### src/rtl/avr_io_pkg.sv
// Shared register map, bit positions and prescaler select encodings for the
// avr_io_timer8 peripheral.
package avr_io_pkg;

  localparam logic [2:0] TCCR_OFS  = 3'd0;
  localparam logic [2:0] TCNT_OFS  = 3'd1;
  localparam logic [2:0] OCR_OFS   = 3'd2;
  localparam logic [2:0] TIFR_OFS  = 3'd3;
  localparam logic [2:0] TIMSK_OFS = 3'd4;

  localparam int CS_LSB  = 0;
  localparam int CS_MSB  = 2;
  localparam int CTC_BIT = 3;
  localparam int COM_BIT = 4;
  localparam int TOV_BIT = 0;
  localparam int OCF_BIT = 1;

  typedef enum logic [2:0] {
    CS_STOP    = 3'd0,
    CS_DIV1    = 3'd1,
    CS_DIV8    = 3'd2,
    CS_DIV64   = 3'd3,
    CS_DIV256  = 3'd4,
    CS_DIV1024 = 3'd5,
    CS_RSV6    = 3'd6,
    CS_RSV7    = 3'd7
  } cs_e;

  // Terminal count of the prescaler for a given select (divisor - 1).
  function automatic logic [9:0] cs_last(input logic [2:0] cs);
    case (cs)
      CS_DIV8:    cs_last = 10'd7;
      CS_DIV64:   cs_last = 10'd63;
      CS_DIV256:  cs_last = 10'd255;
      CS_DIV1024: cs_last = 10'd1023;
      default:    cs_last = 10'd0;
    endcase
  endfunction

  function automatic logic cs_running(input logic [2:0] cs);
    case (cs)
      CS_DIV1, CS_DIV8, CS_DIV64, CS_DIV256, CS_DIV1024: cs_running = 1'b1;
      default:                                           cs_running = 1'b0;
    endcase
  endfunction

endpackage

### src/rtl/avr_io_timer8_prescaler.sv
// Clock prescaler: 10-bit up-counter producing a one-cycle tick every N clocks
// for the selected divisor; held at zero while stopped or on clr.
module avr_prescaler
  import avr_io_pkg::*;
(
  input  logic       clk,
  input  logic       rst,
  input  logic [2:0] cs,
  input  logic       clr,
  output logic       tick
);

  logic [9:0] cnt;
  logic [9:0] last;
  logic       run;

  assign last = cs_last(cs);
  assign run  = cs_running(cs);
  assign tick = run && (cnt == last);

  always_ff @(posedge clk or negedge rst) begin
    if (!rst) begin
      cnt <= '0;
    end else if (clr || !run || tick) begin
      cnt <= '0;
    end else begin
      cnt <= cnt + 10'd1;
    end
  end

endmodule

### src/rtl/avr_io_timer8.sv
// 8-bit timer/counter responder on the AVR I/O bus with overflow and compare
// flags; compare output pin is built only when AVR_TIMER_OC_EN is defined.
module avr_io_timer8
  import avr_io_pkg::*;
#(
  parameter logic [5:0] BASE_ADDR = 6'h20,
  parameter logic [7:0] RST_OCR   = 8'hFF
) (
  input  logic       clk,
  input  logic       rst,
  input  logic [5:0] io_addr,
  input  logic       io_read,
  input  logic       io_write,
  input  logic [7:0] io_din,
  output logic [7:0] io_dout,
  output logic       io_sel,
  output logic       irq,
  output logic       oc
);

  logic [5:0] ofs;
  logic [2:0] reg_ofs;
  logic       wr, wr_tccr, wr_tcnt, wr_ocr, wr_tifr, wr_timsk;
  logic [3:0] tccr_lo;
  logic       com;
  logic [7:0] tccr_rd;
  logic [7:0] tcnt, ocr;
  logic       tov, ocf;
  logic [1:0] timsk;
  logic       tick, cnt_tick, match, ocf_set, tov_set;
  logic       unused_read;

  // Reads have no side effects, so the read strobe carries no information here.
  assign unused_read = io_read;

  assign ofs      = io_addr - BASE_ADDR;
  assign io_sel   = (ofs < 6'd5);
  assign reg_ofs  = ofs[2:0];
  assign wr       = io_write & io_sel;
  assign wr_tccr  = wr && (reg_ofs == TCCR_OFS);
  assign wr_tcnt  = wr && (reg_ofs == TCNT_OFS);
  assign wr_ocr   = wr && (reg_ofs == OCR_OFS);
  assign wr_tifr  = wr && (reg_ofs == TIFR_OFS);
  assign wr_timsk = wr && (reg_ofs == TIMSK_OFS);

  avr_prescaler u_prescaler (
    .clk  (clk),
    .rst  (rst),
    .cs   (tccr_lo[CS_MSB:CS_LSB]),
    .clr  (wr_tccr),
    .tick (tick)
  );

  // A CPU write to TCNT swallows the tick, including its compare/overflow.
  assign cnt_tick = tick & ~wr_tcnt;
  assign match    = (tcnt == ocr);
  assign ocf_set  = cnt_tick & match;
  assign tov_set  = cnt_tick & ~(match & tccr_lo[CTC_BIT]) & (tcnt == 8'hFF);

  always_ff @(posedge clk or negedge rst) begin
    if (!rst) begin
      tccr_lo <= '0;
      tcnt    <= '0;
      ocr     <= RST_OCR;
      tov     <= 1'b0;
      ocf     <= 1'b0;
      timsk   <= '0;
    end else begin
      if (wr_tccr)  tccr_lo <= io_din[3:0];
      if (wr_ocr)   ocr     <= io_din;
      if (wr_timsk) timsk   <= io_din[1:0];
      if (wr_tcnt) begin
        tcnt <= io_din;
      end else if (cnt_tick) begin
        tcnt <= (match && tccr_lo[CTC_BIT]) ? 8'h00 : tcnt + 8'd1;
      end
      // Hardware set takes priority over a same-cycle write-1-clear.
      tov <= tov_set | (tov & ~(wr_tifr & io_din[TOV_BIT]));
      ocf <= ocf_set | (ocf & ~(wr_tifr & io_din[OCF_BIT]));
    end
  end

`ifdef AVR_TIMER_OC_EN
  logic oc_q;

  always_ff @(posedge clk or negedge rst) begin
    if (!rst) begin
      com  <= 1'b0;
      oc_q <= 1'b0;
    end else begin
      if (wr_tccr)         com  <= io_din[COM_BIT];
      if (ocf_set && com)  oc_q <= ~oc_q;
    end
  end

  assign oc = oc_q;
`else
  assign com = 1'b0;
  assign oc  = 1'b0;
`endif

  always_comb begin
    tccr_rd          = '0;
    tccr_rd[3:0]     = tccr_lo;
    tccr_rd[COM_BIT] = com;
  end

  always_comb begin
    io_dout = '0;
    if (io_sel) begin
      case (reg_ofs)
        TCCR_OFS:  io_dout = tccr_rd;
        TCNT_OFS:  io_dout = tcnt;
        OCR_OFS:   io_dout = ocr;
        TIFR_OFS: begin
          io_dout[TOV_BIT] = tov;
          io_dout[OCF_BIT] = ocf;
        end
        TIMSK_OFS: io_dout = {6'b0, timsk};
        default:   io_dout = '0;
      endcase
    end
  end

  assign irq = |({ocf, tov} & timsk);

endmodule

### config.mk
export PLATFORM = sky130hd
export DESIGN_NAME = avr_io_timer8
export DESIGN_NICKNAME = d
export VERILOG_FILES = /design/src/rtl/avr_io_pkg.sv /design/src/rtl/avr_io_timer8_prescaler.sv /design/src/rtl/avr_io_timer8.sv
export SDC_FILE = /design/constraint.sdc
export NUM_CORES = 1
export LEC_CHECK = 0
export ABC_CLOCK_PERIOD_IN_PS = 2940
export CAP_MARGIN = 5
export CORE_MARGIN = 2
export CORE_UTILIZATION = 55
export CTS_CLUSTER_DIAMETER = 120
export DETAILED_ROUTE_END_ITERATION = 8
export PLACE_DENSITY = 0.88
export SLEW_MARGIN = 20
export SYNTH_ARGS = -nofsm -noshare
export SYNTH_HDL_FRONTEND = slang
export SYNTH_HIERARCHICAL = 1
export SYNTH_SLANG_ARGS = --single-unit
export TNS_END_PERCENT = 100
### constraint.sdc
create_clock -name clk -period 2.94 [get_ports clk]
set_input_delay 0.882 -clock clk [delete_from_list [all_inputs] [get_ports clk]]
set_output_delay 0.882 -clock clk [all_outputs]
set_load 0.1 [all_outputs]
# Yosys cells after proc, flatten, opt, wreduce, memory -nomap -nowiden

Index checks and enable logic that the tools add are counted.

Flip-flop bits (word level): 34
Bits of input ports: 18
Output and inout bits: 11
Logic and storage cells: 63

Add/sub/neg operators: 3
Order comparisons: 1
Equality and inequality tests: 12
Muxes and demuxes: 9
Bitwise logic cells: 17
Reduce and logical (&&, ||, !) cells: 14

Operator list:

| operator                                                   | count |
|---|---|
| case mux 10 bit (4 select lines)                           | 1 |
| 2-to-1 mux 8 bit                                           | 4 |
| case mux 6 bit (3 select lines)                            | 1 |
| == test 3 x 2 -> 1 bit, second input constant              | 4 |
| adder 10 x 1 -> 10 bit, second input constant              | 1 |
| bitwise AND 1 bit                                          | 10 |
| == test 10 bit                                             | 1 |
| 2-to-1 mux 10 bit                                          | 1 |
| case mux 2 bit (5 select lines)                            | 1 |
| == test 3 bit, second input constant                       | 3 |
| adder 8 x 1 -> 8 bit, second input constant                | 1 |
| == test 8 bit                                              | 1 |
| == test 8 bit, second input constant                       | 1 |
| logical AND 1 bit                                          | 7 |
| == test 3 x 1 -> 1 bit, second input constant              | 2 |
| less-than comparator 6 x 3 -> 1 bit, second input constant | 1 |
| subtractor 6 bit, second input constant                    | 1 |
| OR reduction 5 bit                                         | 1 |
| NOT 1 bit                                                  | 4 |
| logical NOT 3 bit                                          | 1 |
| bitwise AND 2 bit                                          | 1 |
| logical OR 1 bit                                           | 2 |
| OR 1 bit                                                   | 2 |
| nonzero test 2 bit                                         | 1 |
| other kinds (3)                                            | 3 |

# Depth between registers and ports, before layout

Depth after elaboration: 9
Mapped depth: 11
Gate-level depth less buffers: 8

# By module

The synthesis kept the hierarchy.

Modules (own cells, without submodules):

| module        | instances | cells an instance | area each (um^2) | seq. area each (um^2) |
|---|---|---|---|---|
| avr_io_timer8 | 1         | 157               | 1546.5           | 610.6 |
| avr_prescaler | 1         | 67                | 630.6            | 250.2 |

# Least setup slack after synthesis

No wires, ideal clock.

Path kind: input to output
From: in io_addr[0]
To: out io_sel
Arrival: 2797 ps
Path slack: -739 ps
Stages on the path: 3
Path buffers: 1
Cell sequence: buf_2 -> or2_1 -> a21oi_1

Cells in the longest elaborated chain, start to end: 2

Ends and longest elaborated chain:

| item                                | RTL line            | text |
|---|---|---|
| start, declared                     | avr_io_timer8.sv:11 | `input logic [5:0] io_addr,` |
| subtractor 6 bit                    | avr_io_timer8.sv:36 | `assign ofs = io_addr - BASE_ADDR;` |
| less-than comparator 6 x 3 -> 1 bit | avr_io_timer8.sv:37 | `assign io_sel = (ofs < 6'd5);` |
| end, declared                       | avr_io_timer8.sv:16 | `output logic io_sel,` |

Every way passes these cells.

# Worst setup path after layout

From: in io_addr[0]
To: out io_dout[1]

Cells in the longest elaborated chain, start to end: 4
Elaborated cells between the ends (all ways): 9
Those cells by class: add/sub: 1; order compare: 1; eq/ne: 4; mux: 2; reduce/logical: 1

Ends and longest elaborated chain:

| item                                                                                        | RTL line             | text |
|---|---|---|
| subtractor 6 bit (*)                                                                        | avr_io_timer8.sv:36  |  |
| parallel branches: the longest is 2 deep, another holds less-than comparator 6 x 3 -> 1 bit | -                    |  |
| 2-to-1 mux 8 bit (*)                                                                        | avr_io_timer8.sv:110 | `if (io_sel) begin` |
| end, declared                                                                               | avr_io_timer8.sv:15  | `output logic [7:0] io_dout,` |

Every way passes the cells marked *.

==> impl_metrics.env <==
export IMPL_fin_cells=311
export IMPL_fmax_mhz=347.7
export IMPL_place_gp_congestion=0.9559
export IMPL_worst_setup_path_end_kind="output pin"
export IMPL_cts_sinks=34
export IMPL_total_power_mw=1.498
export IMPL_clk_pin_slew_ns=0.07
export IMPL_ys_ff_latch=34
export IMPL_crit_type="in -> out"
export IMPL_cap_violations=0
export IMPL_fp_dieArea_mm2=0.004478
export IMPL_dp_hpwl_um=3731
export IMPL_leakage_nw=1.162
export IMPL_hold_viol_final=0
export IMPL_hold_path_class="reg -> reg"
export IMPL_coreArea_mm2=0.003744
export IMPL_placed_area_mm2=0.002666
export IMPL_grt_usage=0.2531
export IMPL_grt_pass1_vias=1776
export IMPL_synth_top_family_by_area="simple AND/OR/NAND/NOR gates"
export IMPL_yosysTopAreaCell="dfrtp_1"
export IMPL_num_rows=22
export IMPL_fp_dieW_um=66.92
export IMPL_syn_area_mm2=0.002177
export IMPL_synth_simple_area_share=0.2253
export IMPL_period_minus_slack_ns=2.876
export IMPL_numPortBuffers=26
export IMPL_first_iter_violations=140
export IMPL_async_flop_share=1.000
export IMPL_wl_per_cell_um=16.24
export IMPL_yosysWarnings=6
export IMPL_worstSkewPairLatency_ns=0.29
export IMPL_drt_total_wl_um=5052
export IMPL_synth_compound_area_frac=0.1460
export IMPL_startpoint_type="input port"
export IMPL_dp_slack_ns=-0.4800
export IMPL_synth_edf_count=0
export IMPL_dpl_cell_count=302
export IMPL_cts_buffer_depth=2
export IMPL_cp_startpoint="io_addr[0]"
export IMPL_initial_core_util=0.5816
export IMPL_worst_ep_arrival_time_ns=1.99
export IMPL_period_share=0.9783
export IMPL_pwr_density_cell_mw_per_mm2=531.5
export IMPL_cp_required_ns=2.06
export IMPL_setup_viol=0
export IMPL_nFillCells=260
export IMPL_cp_max_fo=3
export IMPL_fin_ws_ns=0.06372
export IMPL_status="complete, no violations"
export IMPL_tns_ns=0
export IMPL_synth_cell_types=52
export IMPL_syn_inst=224
export IMPL_postRouteAntennaNets=0
export IMPL_grt_pass1_wl_um=8273
export IMPL_syn_area_per_cell_um2=9.719
export IMPL_seq_area_um2=860.8
export IMPL_h_tree_depth=2
export IMPL_ys_seq_area_frac=0.3954
export IMPL_nets=282
export IMPL_ctsRootBufferMaster="clkbuf_8"
export IMPL_synth_mux_area_fraction=0.1075
export IMPL_rsz0062_at_grt="no"
export IMPL_stdcell_area_mm2=0.002818
export IMPL_multiInputGateArea_mm2=0.001330
export IMPL_grt_ovfl_total=0
export IMPL_firstDrtPassIters=4
export IMPL_antenna_found_initial=0
export IMPL_io_pins=29
export IMPL_yosys_top_cells_area="dfrtp_1 (30%), dfstp_2 (9.7%), mux2_2 (7.8%), xor2_1 (4.8%), nor2_1 (4.5%)"
export IMPL_synth_xor_xnor_area_share=0.07586
export IMPL_area_growth_pct=29.43
export IMPL_drv_slew=0
export IMPL_min_from="u_prescaler/cnt[0]"
export IMPL_peakVddDrop_mv=0.4347
export IMPL_synth_top_area_frac=0.2989
export IMPL_grt_max_degree=35
export IMPL_worstReg2RegStart="tccr_lo[2]"
export IMPL_antenna_cells=0
export IMPL_syn_num_nets=244
export IMPL_synthAdderAreaFrac=0.01149
export IMPL_remaining_drc_errors=0
export IMPL_synth_main_ff_cell="dfrtp_1"
export IMPL_final_layout_size_suffix_gt1_frac=0.3384
export IMPL_finClkSkew_ns=0.006499
export IMPL_viasPerCell=5.997
export IMPL_yosys_top_cells_count="dfrtp_1 (26), nor2_1 (26), nand2_1 (16), mux2_2 (15), xor2_1 (12)"
export IMPL_chipHeight_um=66.92
export IMPL_cts_buffers=5
export IMPL_cts_tree="done"
export IMPL_vias=1865
==> placed cells by master (no fill, tap or decap), drive strengths merged, types with 3 or more instances in the layout <==
cell	count
mux2	15
nor2b	3
o21ai	5
a211oi	8
a21oi	11
clkdlybuf4s50	10
and3	6
nand4	8
xor2	13
nor2	27
buf	27
and2	3
o31ai	5
xnor2	5
clkbuf	6
dfstp	8
inv	6
dfrtp	26
nand3	7
nand2	17
a22oi	6
nor3	7
dlygate4sd2	4
==> kinds of logic after synthesis <==
family	after synthesis
other cells	1
mux	19
simple gates	90
buf+inv	16
flops	34
compound gates	44
xor+xnor	18
fa+ha+maj	2
==> report_power, final <==
| part | total [mW] | switching, mW | internal, mW |
|---|---|---|---|
| Combinational | 0.496 | 0.277 | 0.219 |
| Sequential | 0.643 | 0.0955 | 0.547 |
| Clock | 0.360 | 0.172 | 0.188 |
==> metrics by stage <==
stage | hold WS, ns | util
global placement | 0.4732 | 0.7122
global route | 0.5273 | 0.7527
finish | 0.4972 | 0.7527
CTS | 0.4972 | 0.7543
detailed placement | 0.4814 | 0.7122
floorplan | 0.4477 | -
==> area by class of cell <==
class / instances / area share
Clock buffer: 6 / 0.02931
Clock inverter: 2 / 0.004441
Inverter: 6 / 0.007993
Multi-Input combinational cell: 174 / 0.4720
Sequential cell: 34 / 0.3055
Tap cell: 48 / 0.02131
Timing Repair Buffer: 41 / 0.1594
==> sequential cells by signal (all words and copies together), names as in the netlist <==
name	cells
ocr	8
u_prescaler/cnt	10
timsk	2
tov	1
ocf	1
tcnt	8
tccr_lo	4
==> layer usage <==
metal | share of wire | wire, um | track usage
met1 | 0.43 | 2164 | 0.3156
met2 | 0.49 | 2491 | 0.4250
met3 | 0.065 | 329 | 0.04730
met4 | 0.013 | 67 | 0.1122
met5 | 0 | 0 | 0
==> worst paths after layout <==
kind / endpoint / slack (ns) / depth (start not counted)
setup / recovery: io_dout[1] / 0.06 / 5
hold / removal: u_prescaler/cnt[0] / 0.50 / 1
setup reg to reg: tcnt[6] / 0.52 / 9
hold reg to reg: u_prescaler/cnt[0] / 0.50 / 1
max in group asynchronous: ocr[7] / 1.61 / 2
min in group asynchronous: u_prescaler/cnt[5] / 0.99 / 2
==> critical path, stage by stage <==
cell	delay [ns]
buf_2	0.14
mux4_2	0.51
a22oi_2	0.23
nor2_4	0.05
buf_12	0.17
==> what timing repair did <==
item | in CTS | in global routing
gates resized for setup | 26 | 2
hold buffers | 0 | 0
pin swaps | 8 | 0
endpoints found under the setup margin | 9 | 2
buffers inserted | 1 | 0
Power figures use the tool's default switching activity.
